==> config.mk <==
export PLATFORM = sky130hd
export DESIGN_NAME = mem_lsu_stage
export DESIGN_NICKNAME = d
export VERILOG_FILES = /design/src/rtl/mem_lsu_stage_pkg.sv /design/src/rtl/mem_align.sv /design/src/rtl/mem_lsu_stage.sv
export SDC_FILE = /design/constraint.sdc
export NUM_CORES = 1
export LEC_CHECK = 0
export BUFFER_PORTS_ARGS = -buffer_cell sky130_fd_sc_hd__buf_4
export CAP_MARGIN = 5
export CELL_PAD_IN_SITES_DETAIL_PLACEMENT = 0
export CELL_PAD_IN_SITES_GLOBAL_PLACEMENT = 2
export CORE_MARGIN = 2
export CORE_UTILIZATION = 29
export CTS_BUF_LIST = sky130_fd_sc_hd__clkbuf_8
export CTS_CLUSTER_DIAMETER = 150
export DETAILED_ROUTE_END_ITERATION = 7
export PLACE_DENSITY = 0.95
export SYNTH_ARGS = -nofsm -noshare
export SYNTH_HDL_FRONTEND = slang
export SYNTH_SLANG_ARGS = --single-unit
==> constraint.sdc <==
create_clock -name clk -period 9.7 [get_ports clk]
set_input_delay 2.91 -clock clk [delete_from_list [all_inputs] [get_ports clk]]
set_output_delay 2.91 -clock clk [all_outputs]
set_load 0.02 [all_outputs]
==> src/rtl/mem_lsu_stage_pkg.sv <==
// mem_lsu_stage_pkg: shared op encodings, FSM states and reset/write-back constants.
package mem_lsu_stage_pkg;
  localparam int MemOpLen = 4;
  localparam int RegAddrLen = 5;
  localparam logic [31:0] ZERO_WORD = 32'h0;
  localparam logic ResetEnable = 1'b1;
  localparam logic WriteDisable = 1'b0;
  typedef enum logic [MemOpLen-1:0] {
    MEM_NONE = 4'd0,
    MEM_LB   = 4'd1,
    MEM_LH   = 4'd2,
    MEM_LW   = 4'd3,
    MEM_LBU  = 4'd4,
    MEM_LHU  = 4'd5,
    MEM_SB   = 4'd6,
    MEM_SH   = 4'd7,
    MEM_SW   = 4'd8
  } mem_op_e;
  typedef enum logic [1:0] {
    S_IDLE = 2'd0,
    S_BUSY = 2'd1,
    S_DONE = 2'd2
  } lsu_state_e;
endpackage

==> src/rtl/mem_align.sv <==
// mem_align: store lane steering/byte enables, load lane select/extension, alignment check.
module mem_align
  import mem_lsu_stage_pkg::*;
(
  input  logic [MemOpLen-1:0] op_i,
  input  logic [1:0]          off_i,
  input  logic [31:0]         wdata_i,
  input  logic [MemOpLen-1:0] ld_op_i,
  input  logic [1:0]          ld_off_i,
  input  logic [31:0]         rdata_i,
  output logic [31:0]         st_wdata_o,
  output logic [3:0]          be_o,
  output logic                misalign_o,
  output logic [31:0]         ld_data_o
);
  logic is_byte, is_half, is_word;
  logic [31:0] sh;
  always_comb begin
    is_byte = op_i == MEM_LB || op_i == MEM_LBU || op_i == MEM_SB;
    is_half = op_i == MEM_LH || op_i == MEM_LHU || op_i == MEM_SH;
    is_word = op_i == MEM_LW || op_i == MEM_SW;
    st_wdata_o = is_byte ? {4{wdata_i[7:0]}} : is_half ? {2{wdata_i[15:0]}} : wdata_i;
    be_o = is_byte ? 4'b0001 << off_i : is_half ? 4'b0011 << off_i : 4'b1111;
    misalign_o = (is_half && off_i[0]) || (is_word && off_i != 2'b00);
    // aligned words have offset 0, so the shifted word is the word itself
    sh = rdata_i >> {ld_off_i, 3'b000};
    ld_data_o = ld_op_i == MEM_LB  ? {{24{sh[7]}}, sh[7:0]} :
                ld_op_i == MEM_LH  ? {{16{sh[15]}}, sh[15:0]} :
                ld_op_i == MEM_LBU ? {24'h0, sh[7:0]} :
                ld_op_i == MEM_LHU ? {16'h0, sh[15:0]} : sh;
  end
endmodule

==> src/rtl/mem_lsu_stage.sv <==
// mem_lsu_stage: MEM stage with ALU pass-through and a handshaked load/store unit with timeout.
module mem_lsu_stage
  import mem_lsu_stage_pkg::*;
#(
  parameter int ADDR_W      = 32,
  parameter int DATA_W      = 32,
  parameter int TIMEOUT_CYC = 16,
  parameter int REG_ADDR_W  = RegAddrLen
) (
  input  logic                  clk,
  input  logic                  rst,
  input  logic [DATA_W-1:0]     rd_data_i,
  input  logic [REG_ADDR_W-1:0] rd_addr_i,
  input  logic                  rd_enable_i,
  input  logic [MemOpLen-1:0]   mem_op_i,
  input  logic [ADDR_W-1:0]     mem_addr_i,
  input  logic [DATA_W-1:0]     mem_wdata_i,
  output logic                  mem_req_o,
  output logic                  mem_we_o,
  output logic [ADDR_W-1:0]     mem_addr_o,
  output logic [DATA_W-1:0]     mem_wdata_o,
  output logic [DATA_W/8-1:0]   mem_be_o,
  input  logic [DATA_W-1:0]     mem_rdata_i,
  input  logic                  mem_ack_i,
  output logic [DATA_W-1:0]     rd_data_o,
  output logic [REG_ADDR_W-1:0] rd_addr_o,
  output logic                  rd_enable_o,
  output logic                  stall_req_o,
  output logic                  misalign_o,
  output logic                  bus_err_o
);
  localparam int CW = $clog2(TIMEOUT_CYC) + 1;
  if (DATA_W != 32) begin : g_bad_data_w
    $error("mem_lsu_stage: DATA_W must be 32");
  end
  if (TIMEOUT_CYC < 1) begin : g_bad_timeout
    $error("mem_lsu_stage: TIMEOUT_CYC must be >= 1");
  end
  lsu_state_e state_q, state_d;
  logic [CW-1:0] cnt_q, cnt_d;
  logic req_q, req_d, we_q, we_d, rd_en_q, rd_en_d, err_q, err_d;
  logic [ADDR_W-1:0] addr_q, addr_d;
  logic [DATA_W-1:0] wdata_q, wdata_d, ld_data_q, ld_data_d;
  logic [3:0] be_q, be_d;
  logic [MemOpLen-1:0] op_q, op_d;
  logic [1:0] off_q, off_d;
  logic [REG_ADDR_W-1:0] rd_addr_q, rd_addr_d;
  logic [31:0] st_wdata, ld_data;
  logic [3:0] st_be;
  logic mis, is_mem, is_store, launch;

  mem_align u_align (
    .op_i      (mem_op_i),
    .off_i     (mem_addr_i[1:0]),
    .wdata_i   (mem_wdata_i),
    .ld_op_i   (op_q),
    .ld_off_i  (off_q),
    .rdata_i   (mem_rdata_i),
    .st_wdata_o(st_wdata),
    .be_o      (st_be),
    .misalign_o(mis),
    .ld_data_o (ld_data)
  );

  always_comb begin
    is_mem = mem_op_i >= MEM_LB && mem_op_i <= MEM_SW;
    is_store = mem_op_i >= MEM_SB && mem_op_i <= MEM_SW;
    launch = state_q == S_IDLE && is_mem && !mis;
    state_d = state_q;
    cnt_d = cnt_q;
    req_d = req_q;
    we_d = we_q;
    addr_d = addr_q;
    wdata_d = wdata_q;
    be_d = be_q;
    op_d = op_q;
    off_d = off_q;
    rd_addr_d = rd_addr_q;
    rd_en_d = rd_en_q;
    ld_data_d = ld_data_q;
    err_d = err_q;
    case (state_q)
      S_IDLE: if (launch) begin
        state_d = S_BUSY;
        cnt_d = '0;
        req_d = 1'b1;
        we_d = is_store;
        addr_d = {mem_addr_i[ADDR_W-1:2], 2'b00};
        wdata_d = st_wdata;
        be_d = st_be;
        op_d = mem_op_i;
        off_d = mem_addr_i[1:0];
        rd_addr_d = rd_addr_i;
        rd_en_d = rd_enable_i;
        ld_data_d = ZERO_WORD;
        err_d = 1'b0;
      end
      S_BUSY: if (mem_ack_i) begin
        state_d = S_DONE;
        req_d = 1'b0;
        ld_data_d = we_q ? ZERO_WORD : ld_data;
      end else if (cnt_q == CW'(TIMEOUT_CYC - 1)) begin
        state_d = S_DONE;
        req_d = 1'b0;
        err_d = 1'b1;
      end else begin
        cnt_d = cnt_q + 1'b1;
      end
      default: state_d = S_IDLE;
    endcase
  end

  always_ff @(posedge clk) begin
    if (rst == ResetEnable) begin
      state_q <= S_IDLE;
      cnt_q <= '0;
      req_q <= 1'b0;
      we_q <= 1'b0;
      addr_q <= '0;
      wdata_q <= '0;
      be_q <= '0;
      op_q <= MEM_NONE;
      off_q <= '0;
      rd_addr_q <= '0;
      rd_en_q <= WriteDisable;
      ld_data_q <= ZERO_WORD;
      err_q <= 1'b0;
    end else begin
      state_q <= state_d;
      cnt_q <= cnt_d;
      req_q <= req_d;
      we_q <= we_d;
      addr_q <= addr_d;
      wdata_q <= wdata_d;
      be_q <= be_d;
      op_q <= op_d;
      off_q <= off_d;
      rd_addr_q <= rd_addr_d;
      rd_en_q <= rd_en_d;
      ld_data_q <= ld_data_d;
      err_q <= err_d;
    end
  end

  // reset forces every output low combinationally, independent of state
  always_comb begin
    mem_req_o = !rst && req_q;
    mem_we_o = !rst && we_q;
    mem_addr_o = rst ? '0 : addr_q;
    mem_wdata_o = rst ? '0 : wdata_q;
    mem_be_o = rst ? '0 : be_q;
    stall_req_o = !rst && (state_q == S_BUSY || launch);
    misalign_o = !rst && state_q == S_IDLE && is_mem && mis;
    bus_err_o = !rst && state_q == S_DONE && err_q;
    rd_data_o = rst ? ZERO_WORD : state_q == S_DONE ? ld_data_q : rd_data_i;
    rd_addr_o = rst ? '0 : state_q == S_DONE ? rd_addr_q : rd_addr_i;
    rd_enable_o = rst ? WriteDisable :
                  state_q == S_DONE ? rd_en_q && !we_q && !err_q :
                  state_q == S_IDLE && !is_mem && rd_enable_i;
  end
endmodule

# == Word-level counts from Yosys, hierarchy flattened ==
# Cells that the tools add are included.
# word_totals
wordCells,117
inputBits,141
regBits,120
out_inout_bits,111
# op_classes
n_addsub,1
muxes,37
n_eq_ne,21
magnitude_cmp,3
shift,3
n_reduce_logical,39
# ops
cell,count
32-bit 2-to-1 mux,13
32-bit case mux with 2 select lines,1
32-bit by 5-bit right shift with 32-bit output,1
5-bit 2-to-1 mux,5
4-bit by 3-bit == test with 1-bit output (second input constant),6
1-bit logical AND,18
4-bit by 2-bit == test with 1-bit output (second input constant),3
4-bit 2-to-1 mux,3
2-bit inequality test (second input constant),5
5-bit case mux with 2 select lines,1
4-bit by 1-bit == test with 1-bit output (second input constant),2
1-bit 2-to-1 mux,8
4-bit AND reduction,2
1-bit logical OR,7
2-bit 2-to-1 mux,3
3-bit AND reduction,2
5-bit by 1-bit adder with 5-bit output (second input constant),1
5-bit by 4-bit == test with 1-bit output (second input constant),1
1-bit zero test,5
4-bit == test (second input constant),1
4-bit by 1-bit >= comparator with 1-bit output (second input constant),1
4-bit by 3-bit >= comparator with 1-bit output (second input constant),1
4-bit less-or-equal comparator (second input constant),1
1-bit case mux with 2 select lines,2
other kinds (9),11

# == Longest topological paths before layout ==
# Gate-level depths: netlist of run 1.
# logic_depth
depth_word,9
ltp_mapped,10
ltp_nobuf,8

# == Modules after synthesis ==
# A second synthesis of run 1 with hierarchy kept.
# hier_totals
hier_cells,877
area_unflattened_um2,6676.4
# by_module_without_submodules
module,n_inst,cells_per_inst,seq_area_each_um2,area_each_um2
mem_lsu_stage,1,673,2402.3,5337.6
mem_align,1,204,0.0,1338.8

# == Worst setup path after synthesis of run 1 ==
# No wires, ideal clock.
# synth_path
path_type,input -> output
startpoint,in mem_addr_i[0]
endpoint,out misalign_o
t_arrival_ns,4.468
path_stages,6
required_time_ns,6.790
n_path_buf,0
path_slack_ns,2.322
path_cell_list,inv_1 -> ha_1 -> or4bb_1 -> o22ai_2 -> nor2_1 -> nor3_1
# synth_via
elab_chain_cells,4
word_cells_on_any_way,5
classes_between,reduce/logical (5)
# synth_rtl
element,line,rtl
start: declaration,mem_lsu_stage.sv:16,"input logic [ADDR_W-1:0] mem_addr_i,"
2-bit nonzero test,mem_align.sv:24,misalign_o = (is_half && off_i[0]) || (is_word && off_i != 2'b00);
1-bit logical AND,mem_align.sv:24,
1-bit logical OR *,mem_align.sv:24,
1-bit logical AND *,mem_lsu_stage.sv:153,misalign_o = !rst && state_q == S_IDLE && is_mem && mis;
end: declaration,mem_lsu_stage.sv:29,"output logic misalign_o,"
# Every way passes the cells marked *; elsewhere a longest branch is shown, timed or not.

# == Worst setup path after layout of run 1 ==
# Same ends and word-level chain as after synthesis.

==> results.txt, run 1 <==
* Via count of the first global-routing pass: 6,139
- The number of antenna diodes in the final layout is 0.
* Number of primary I/O pins: 252
* Commonest register cell after synthesis: sky130_fd_sc_hd__dfxtp_1
- After layout, the worst path uses 78.3% of the clock period.
- The critical path starts at mem_addr_i[0].
* Number of setup violations in the final report: 0
- Number of buffers on the longest clock path: 2
- Post-DP HPWL: 14.9 mm
- Of the post-synthesis cell area, the part taken by muxes is 3.49%.
- Sorting the synthesized cells by area gives the leading types as sky130_fd_sc_hd__dfxtp_1 38%, sky130_fd_sc_hd__nand2_1 12%, sky130_fd_sc_hd__a21oi_1 10%.
- The flow ran to the end, and the final reports show no timing, DRC or antenna violations.
- Gate Count Post-Synth: 843
- Post-route clock skew: 0.0118 ns
- Leak: 3.80 nW
* Synth Area in Compound Gates: 24.3%
- The clock drives 120 sinks.
- Across the VDD grid, the largest voltage drop is 84.2 uV.
- After detailed routing, the total wire length is 21.1 mm.
* Input/output buffers: 249
- Entering global routing, the biggest net connects 100 pins.
- First-pass iteration count of the detailed router: 4
* RSZ-0062 raised after global routing: no
* Net count, final: 1,198
- Clock-pin slew was measured on the worst setup and hold paths at 0.06 ns.
- On the worst path, the slowest cell contributes a delay of 0.52 ns.
* Inserted Clock Buffers: 17
* CP Max Fanout: 5
- Global routing finished with a remaining overflow of 0.
* Clk_lat worst skew: 0.43 ns
- Number of enable flip-flop cells after synthesis: 0
- Cells along the critical path: buf_4 > inv_1 > ha_1 > or4bb_1 > o22ai_2 > nor2_1 > nor3_1 > buf_4
- Total non-filler cell area in the finished layout: 8820 um2
- Master cell of the clock root buffer: sky130_fd_sc_hd__clkbuf_8
- After synthesis, the largest family of logic cells by area is simple AND/OR/NAND/NOR gates.
- The min-delay analysis places its worst path in the category reg -> reg.
- Residual antenna-violating net count after detailed routing: 0
- Achievable Freq: 0.132 GHz
- Accumulated negative setup slack: 0 ns
* CP most frequent cell: sky130_fd_sc_hd__buf_4
- Max-cap violations in this run came to 0.
- Post-synthesis share of cell area spent on xor and xnor gates: 0.549%
* Worst slack on hold paths: 0.450 ns
- Crit-path slowest cell: sky130_fd_sc_hd__or4bb_1
- Placer Congestion: 0.848
* Startpoint of the worst-slack reg-to-reg timing path: off_q[0]
* Detailed-route wire length per cell: 15.7 um
- The cell area that synthesis handed to floorplanning was 6380 um2.
- Synth Area in Simple Gates: 27.6%
- During synthesis, Yosys emitted a total of 0 warnings.
- Routed vias: 6,498
* H-tree depth reported by CTS: 4
- TritonCTS clock tree: done
* Required arrival time at the worst endpoint: 6.79 ns
* Number of buffers added to fix hold violations after cts: 0
* Worst Tran Pin Value: 1.17 ns
- The number of hold violations in the final report was 0.
* Wire length of the first global-routing pass: 33.3 mm
- After synthesis, the share of flip-flops with an asynchronous set or reset is 0%.
* Share of cells above drive strength 1: 29.7%
- The startpoint identified for the worst hold timing path is addr_q[10].
- The share of synthesized area in the top cell type comes to 37.7%.
- Flop and latch count out of synthesis: 120
- Final number of max-transition violations: 0
- After clock tree synthesis, the setup repair step added 0 buffers.
* Setup crit end kind: primary output
* Sequential element share of the synthesized area: 37.7%
- For this block, the initial DRC count from the detailed router was 363.
* Worst endpoint data arrival time: 4.68 ns
- Averaged over all synthesized cells, the footprint is 7.57 um2.
* Slew HR: 21.9%
- Overall die area: 23,200 um2
- Total chip power: 0.00141 W
- CP Launch Type: input port
- Pwr per Cell Area: 160 nW/um2
- Die extent in y: 152 um
- The setup path with the least slack is of type in -> out.
* Minimum clock period after layout: 7.59 ns
* Setup slack of the most critical reg-to-reg path: 7.03 ns
- Standard-cell row count: 54
- For this configuration, the core starts out at a cell density of 29.4%.
* Number of remaining DRC errors: 0
- Area leader, netlist: sky130_fd_sc_hd__dfxtp_1
* Vias/cell: 4.84
* Post-DP Area: 8420 um2
- Across every metal layer, demand over resource in global routing totals 17.6%.
- The number of gates resized after CTS was 0.
- The number of antenna violations at the first check in global routing came to 0.
- Yosys mapped the design onto 60 distinct sky130hd cell types.
* Adder-cell share of the synthesized area: 1.18%
- X dimension of the die: 152 um
* Core Box Area: 21,700 um2
* Layout Area Growth over Synthesis: 38.3%
## state kept, by name, indices dropped and copies added, names as in the netlist, 2 cells and up
signal     count
addr_q        30
be_q           4
cnt_q          5
ld_data_q     32
off_q          2
op_q           4
rd_addr_q      5
state_q        2
wdata_q       32
## final cells by class
type,instances,area [um2]
multi-input cells,643,3670
inverters,8,30.0
fillers,2278,12900
flip-flops and latches,120,2400
clock buffers,20,275
clock inverters,10,129
well taps,280,350
repair buffers,261,1960
## placed cells by master (no fill, tap or decap), types with 2 or more instances in the layout
master / instances
sky130_fd_sc_hd__nor2_2: 2
sky130_fd_sc_hd__nor3b_1: 10
sky130_fd_sc_hd__or3_1: 2
sky130_fd_sc_hd__xnor2_1: 2
sky130_fd_sc_hd__a311oi_1: 27
sky130_fd_sc_hd__a31o_2: 2
sky130_fd_sc_hd__clkinv_2: 3
sky130_fd_sc_hd__a211o_1: 7
sky130_fd_sc_hd__o22a_1: 9
sky130_fd_sc_hd__a41o_1: 7
sky130_fd_sc_hd__ha_1: 6
sky130_fd_sc_hd__nand2b_1: 2
sky130_fd_sc_hd__inv_1: 9
sky130_fd_sc_hd__clkbuf_8: 20
sky130_fd_sc_hd__nor2_1: 37
sky130_fd_sc_hd__a21boi_0: 2
sky130_fd_sc_hd__and3_1: 3
sky130_fd_sc_hd__dfxtp_1: 120
sky130_fd_sc_hd__conb_1: 2
sky130_fd_sc_hd__nor2b_1: 81
sky130_fd_sc_hd__nand3_1: 10
sky130_fd_sc_hd__buf_4: 260
sky130_fd_sc_hd__xor2_1: 2
sky130_fd_sc_hd__mux2_2: 8
sky130_fd_sc_hd__nand2_1: 205
sky130_fd_sc_hd__or2_2: 3
sky130_fd_sc_hd__o21ai_0: 12
sky130_fd_sc_hd__nor3_1: 8
sky130_fd_sc_hd__o2bb2ai_1: 24
sky130_fd_sc_hd__a21oi_1: 130
sky130_fd_sc_hd__mux2i_1: 11
sky130_fd_sc_hd__bufinv_16: 3
## Yosys cell counts, types with 3 or more instances
cell type,instances
sky130_fd_sc_hd__buf_2,9
sky130_fd_sc_hd__nor3_1,9
sky130_fd_sc_hd__o22a_1,9
sky130_fd_sc_hd__a211o_1,7
sky130_fd_sc_hd__and3_1,3
sky130_fd_sc_hd__nor2_1,38
sky130_fd_sc_hd__a41o_1,7
sky130_fd_sc_hd__clkbuf_1,53
sky130_fd_sc_hd__buf_4,4
sky130_fd_sc_hd__o2bb2ai_1,24
sky130_fd_sc_hd__or2_2,3
sky130_fd_sc_hd__nand3_1,10
sky130_fd_sc_hd__o21ai_0,12
sky130_fd_sc_hd__dfxtp_1,120
sky130_fd_sc_hd__inv_1,7
sky130_fd_sc_hd__nor3b_1,10
sky130_fd_sc_hd__ha_1,6
sky130_fd_sc_hd__a311oi_1,27
sky130_fd_sc_hd__buf_1,7
sky130_fd_sc_hd__mux2i_1,11
sky130_fd_sc_hd__nand2_1,205
sky130_fd_sc_hd__mux2_2,8
sky130_fd_sc_hd__a21oi_1,130
sky130_fd_sc_hd__or3_1,3
sky130_fd_sc_hd__nor2b_1,81
## power by group
part | leakage, nW | switching [W] | internal, W
combinational | 2.60 | 0.000209 | 0.000159
clock | 0.213 | 0.000202 | 0.000269
sequential | 0.985 | 0.0000254 | 0.000543
## per-stage QoR
stage	utilization, %	setup slack, ns	cells
floorplan	-	2.32	844
global placement	38.8	2.08	1312
detailed placement	38.8	2.10	1312
CTS	40.7	2.10	1342
global route	40.7	2.00	1342
finish	40.7	2.11	1342
## cell families (layout without fill, tap and decap cells)
group,after synthesis,after routing
and+or+nand+nor,376,376
buffers and inverters,81,299
muxes,20,20
DFF,120,120
adders and majority gates,6,6
xor gates and xnor gates,4,4
AOI/OAI and AO/OA,235,235
other,1,2
## path summary, 6_finish.rpt
| kind | end | cells past startpoint |
|---|---|---|
| max | misalign_o | 8 |
| min | addr_q[10] | 2 |
| max reg2reg | ld_data_q[23] | 6 |
| min reg2reg | addr_q[10] | 2 |
## routing by layer
layer | track usage (%) | vias up | wire length [um]
met1 | 23.2 | 2978 | 9630
li1 | - | 3327 | -
met3 | 3.24 | 35 | 854
met5 | 0 | - | 0
met4 | 7.48 | 0 | 678
met2 | 28.2 | 158 | 9930
## critical path, delay by kind of cell
family,cells,cell delay [ns]
buffers and inverters,3,0.39
AOI/OAI and AO/OA,1,0.29
and+or+nand+nor,3,0.86
adders and majority gates,1,0.24
No activity file was read; power rests on OpenSTA's default activity.
==> inputs of run 2 (changes only) <==
--- a/config.mk
+++ b/config.mk
@@ -5,16 +5,17 @@
 export SDC_FILE = /design/constraint.sdc
 export NUM_CORES = 1
 export LEC_CHECK = 0
+export ABC_AREA = 1
 export BUFFER_PORTS_ARGS = -buffer_cell sky130_fd_sc_hd__buf_4
 export CAP_MARGIN = 5
 export CELL_PAD_IN_SITES_DETAIL_PLACEMENT = 0
 export CELL_PAD_IN_SITES_GLOBAL_PLACEMENT = 2
 export CORE_MARGIN = 2
-export CORE_UTILIZATION = 29
+export CORE_UTILIZATION = 25
 export CTS_BUF_LIST = sky130_fd_sc_hd__clkbuf_8
 export CTS_CLUSTER_DIAMETER = 150
 export DETAILED_ROUTE_END_ITERATION = 7
-export PLACE_DENSITY = 0.95
+export PLACE_DENSITY = 0.89
 export SYNTH_ARGS = -nofsm -noshare
 export SYNTH_HDL_FRONTEND = slang
 export SYNTH_SLANG_ARGS = --single-unit
==> constraint.sdc (replaced) <==
create_clock -name clk -period 7.45 [get_ports clk]
set_input_delay 2.235 -clock clk [delete_from_list [all_inputs] [get_ports clk]]
set_output_delay 2.235 -clock clk [all_outputs]
set_load 0.02 [all_outputs]
==> run 2 against run 1 <==
Effect of this change:
- die area up 24%
- synthesized area up 7.3%
- combinational power up 49%
- clock power up 27%
- utilization down 6.3 points
- sequential share of layout area down 1.3 points
- wire length up 16%
- first-iteration DRC count up 52%
- global-route usage down 0.74 points
- count of clock-buffer cells in the layout down 2
- register-to-register slack worse by 2.7 ns
- flip-flop and latch count unchanged
- critical path type unchanged
- largest cell class unchanged
==> results.txt, run 2 <==
* Outcome: finished, final reports clean (unchanged)
* Clk_lat worst skew: 0.43 ns (about the same)
* Synth warnings: 0 (unchanged)
- Cells along the critical path: buf_4 > inv_1 > nor2_4 > nand2_4 > nand2_4 > nand2_2 > nand2_2 > nor2_4 > buf_4 > nand2_4 > o21ai_0 > buf_4 (was buf_4 > inv_1 > ha_1 > or4bb_1 > o22ai_2 > nor2_1 > nor3_1 > buf_4)
- The maximum VDD drop is 97.2 uV (was 84.2 uV).
- The count of endpoints failing setup in the final report is 0 (unchanged).
- The die area was 28,700 um2 (was 23,200 um2).
- The number of synthesized flops with an enable pin was 0 (unchanged).
* CTS sink cnt: 120 (unchanged)
* Library cells used by synthesis: 33 (was 60)
- Share of total power consumed by net switching: 35.2% (was 31.0%)
- The weighted congestion at the end of routability-driven global placement was 0.807 (was 0.848).
- The detailed placement HPWL was 18.0 mm (was 14.9 mm).
- The fraction of final layout cells with drive strength greater than 1 was 22.9% (was 29.7%).
- Commonest register cell after synthesis: sky130_fd_sc_hd__dfxtp_1 (unchanged)
- # fillers: 2,990 (was 2,278)
- Clk network pwr share: 31.8% (was 33.5%)
- The via count came to 7,477 (was 6,498).
- The final net count was 1,485 (was 1,198).
- The post-CTS clock slew at the launch and capture registers of the worst setup and hold paths came to 0.07 ns (was 0.06 ns).
- Power share of the combinational group: 29.1% (was 26.2%)
- The reported max-cap violation count is 0 (unchanged).
* Master cell of the clock root buffer: sky130_fd_sc_hd__clkbuf_8 (unchanged)
* WL final: 24.4 mm (was 21.1 mm)
- The core utilization of the finished layout came to 34.4% (was 40.7%).
- The global-route congestion overflow total was 0 (unchanged).
- The number of antenna-violating nets in the routed design is 0 (unchanged).
- Gate Count Post-Synth: 1,127 (was 843)
* Combined buffer and inverter count along the critical path: 4 (was 3)
* Wire length of the first global-routing pass: 38.4 mm (was 33.3 mm)
- Standard-cell row count: 60 (was 54)
* Number of cells on the worst reg-to-reg path: 9 (was 6)
- The global-route usage over all layers is 16.8% (was 17.6%).
* Proportion of netlist area held by the largest area contributor: 35.1% (was 37.7%)
- The worst hold path stage count was 2 (unchanged).
- Setup slack after placement: 1.31 ns (was 2.10 ns)
- The share of synthesized flip-flops with an asynchronous set or reset is 0% (unchanged).
- Crit path setup slack, layout: 1.33 ns (was 2.11 ns)
- The kind of cell adding the most delay to the critical path is simple AND/OR/NAND/NOR gates (unchanged).
- X dimension of the die: 169 um (was 152 um)
* Number of primary I/O pins: 252 (unchanged)
* Net switching power figure: 0.000664 W (was 0.000437 W)
- Internal portion of total power: 0.00122 W (was 0.000971 W)
* Flop and latch count out of synthesis: 120 (unchanged)
* H-tree depth reported by CTS: 4 (unchanged)
- The average footprint of a synthesized cell is 6.07 um2 (was 7.57 um2).
* Most common cell after layout, fill and taps aside: sky130_fd_sc_hd__nand2_1 (was sky130_fd_sc_hd__buf_4)
- The die span in y came to 169 um (was 152 um).
* Pwr per Cell Area: 203 nW/um2 (was 160 nW/um2)
- Minimum clock period after layout: 6.12 ns
- Setup crit end kind: primary output (unchanged)
- The tightest slew margin relative to the limit came to 27.2% (was 21.9%).
- The cell leakage power was 4.61 nW (was 3.80 nW).
- Required arrival time at the worst endpoint: 5.22 ns (was 6.79 ns)
- Post-route clock skew: 0.0133 ns (was 0.0118 ns)
- Derived from the worst setup path, the maximum achievable clock frequency is 0.163 GHz.
- Number of buffers on the longest clock path: 2 (unchanged)
* Number of buffers added to fix hold violations after cts: 0 (unchanged)
- Vias/cell: 4.42 (was 4.84)
- RSZ-0062 raised after global routing: no (unchanged).
* Kind of critical path: in -> out (unchanged)
- Input/output buffers: 249 (unchanged)
- The worst endpoint data arrival time came to 3.89 ns (was 4.68 ns).
- Layout Area Growth over Synthesis: 35.4% (was 38.3%)
* Via count of the first global-routing pass: 7,157 (was 6,139)
- Pin count of the biggest net entering global routing: 73 (was 100)
- Area leader, netlist: sky130_fd_sc_hd__dfxtp_1 (unchanged)
- The storage element area is 2400 um2 (unchanged).
* Core Box Area: 27,000 um2 (was 21,700 um2)
- TritonCTS clock tree: done (unchanged)
- The netlist area before placement came to 6840 um2 (was 6380 um2).
- Ant diodes: 0 (unchanged)
- Most frequently used cell type in the post-synthesis netlist: sky130_fd_sc_hd__nand2_1 (unchanged)
- The number of gates given a new drive strength after cts was 0 (unchanged).
- Number of hold violations in the final report: 0 (unchanged)
* Antenna violations before repair: 0 (unchanged)
- The max-slew violation count was 0 (unchanged).
- The maximum net fanout on the critical path came to 30 (was 5).
* Inserted Clock Buffers: 17 (unchanged)
- The starting density of the core came to 25.4% (was 29.4%).
- Most instantiated cells after synthesis: 309 x sky130_fd_sc_hd__nand2_1, 186 x sky130_fd_sc_hd__nor2_1, 132 x sky130_fd_sc_hd__inv_1, 120 x sky130_fd_sc_hd__dfxtp_1, 109 x sky130_fd_sc_hd__o21ai_0 (was 205 x sky130_fd_sc_hd__nand2_1, 130 x sky130_fd_sc_hd__a21oi_1, 120 x sky130_fd_sc_hd__dfxtp_1, 81 x sky130_fd_sc_hd__nor2b_1, 53 x sky130_fd_sc_hd__clkbuf_1).
* Sequential element share of the synthesized area: 35.1% (was 37.7%)
* Accumulated negative setup slack: 0 ns (unchanged)
- The number of remaining DRC errors was 0 (unchanged).
- The number of optimization iterations in the first detailed-route pass came to 5 (was 4).
- The combined area of the multi-input logic cells came to 3590 um2 (was 3670 um2).
* Class of the most critical hold timing path: reg -> reg (unchanged)
* Highest-count cells in the layout ignoring fill and taps: 309 x sky130_fd_sc_hd__nand2_1, 257 x sky130_fd_sc_hd__buf_4, 185 x sky130_fd_sc_hd__nor2_1 (was 260 x sky130_fd_sc_hd__buf_4, 205 x sky130_fd_sc_hd__nand2_1, 130 x sky130_fd_sc_hd__a21oi_1)
- Logic depth of the worst path, buffers included: 12 (was 8)
- Crit-path slowest cell: sky130_fd_sc_hd__buf_4 (was sky130_fd_sc_hd__or4bb_1)
- The actual slew at the worst max-slew pin came to 1.09 ns (was 1.17 ns).
- The sequential group share of total power is 39.1% (was 40.4%).
- The number of buffers inserted by post-CTS setup repair is 0 (unchanged).
* Biggest registers after layout: ld_data_q: 32 flops, wdata_q: 32 flops, addr_q: 30 flops (unchanged)
- The largest incremental delay on the critical path is 0.31 ns (was 0.52 ns).
* Detailed-route wire length per cell: 14.4 um (was 15.7 um)
- Top cells by area in the synthesized netlist: sky130_fd_sc_hd__dfxtp_1 35%, sky130_fd_sc_hd__nand2_1 17%, sky130_fd_sc_hd__nor2_1 10% (was sky130_fd_sc_hd__dfxtp_1 38%, sky130_fd_sc_hd__nand2_1 12%, sky130_fd_sc_hd__a21oi_1 10%)
- Share of the cycle needed by the critical path after routing: 82.2%
- The initial DRC count came to 553 (was 363).
* CP Launch Type: input port (unchanged)
run 2: changes by cell type after synthesis, sizes merged, moves of 10 or more:
| cell | previous run | this run |
|---|---|---|
| o2bb2ai | 24 | 0 |
| nand3 | 10 | 68 |
| a311oi | 27 | 0 |
| clkbuf | 53 | 40 |
| nand2 | 206 | 317 |
| nor2b | 81 | 0 |
| mux2i | 11 | 0 |
| a21oi | 130 | 70 |
| o21ai | 12 | 118 |
| nor3b | 10 | 0 |
| nor2 | 39 | 190 |
| inv | 7 | 135 |
run 2: routing by layer:
layer | routed length (um) | part of all wire [%] | GRT usage [%]
met4 | 418 | 1.7 | 4.79
met1 | 11600 | 47 | 22.4
met5 | 0 | 0 | 0
met3 | 1220 | 5.0 | 3.19
met2 | 11200 | 46 | 27.8
run 2: path summary, 6_finish.rpt:
path,from,endpoint,slack [ns]
max,mem_op_i[2],stall_req_o,1.33
min,rd_en_q,rd_en_q,0.45
max reg2reg,off_q[0],ld_data_q[30],4.29
min reg2reg,rd_en_q,rd_en_q,0.45
run 2: worst reg2reg max path, delay by kind of cell, from the launching register on:
| family | cells | cell delay, ns |
|---|---|---|
| flip-flops | 1 | 1.04 |
| AND/OR/NAND/NOR | 5 | 0.84 |
| buffers and inverters | 2 | 1.00 |
| AO/OA/AOI/OAI | 2 | 0.13 |
run 2: logic make-up after synthesis:
family / share of synthesized area (%)
flops: 35.1
compound gates: 16.3
simple gates: 34.7
other cells: 0.0548
buf+inv: 12.6
fa+ha+maj: 1.10
xor+xnor: 0.128
run 2: area by class of cell:
| class | instances | share of cell area [%] |
|---|---|---|
| repair buffers | 257 | 20.8 |
| clock inverters | 14 | 1.61 |
| multi-input cells | 805 | 38.8 |
| well taps | 341 | 4.60 |
| clock buffers | 18 | 2.67 |
| inverters | 137 | 5.60 |
| flip-flops and latches | 120 | 25.9 |
run 2: power groups by stage:
| stage | Sequential (W) | Combinational [W] | Clock [W] |
|---|---|---|---|
| 6_report | 0.000736 | 0.000548 | 0.000600 |
| 3_3_place_gp | 0.000750 | 0.000552 | 0 |
| 4_1_cts | 0.000736 | 0.000555 | 0.000622 |
| 3_5_place_dp | 0.000751 | 0.000553 | 0 |
| 2_1_floorplan | 0.000740 | 0.000356 | 0 |
| 5_1_grt | 0.000744 | 0.000622 | 0.000652 |
run 2: stage by stage:
| stage | cell area [um2] | power, W | std cells | hold slack (ns) |
|---|---|---|---|---|
| after floorplan | 6850 | 0.00110 | 1128 | 0.419 |
| after global placement | 8870 | 0.00130 | 1660 | 0.431 |
| after detailed placement | 8870 | 0.00130 | 1660 | 0.447 |
| after CTS | 9270 | 0.00191 | 1692 | 0.461 |
| after global routing | 9270 | 0.00202 | 1692 | 0.482 |
| final | 9270 | 0.00188 | 1692 | 0.453 |
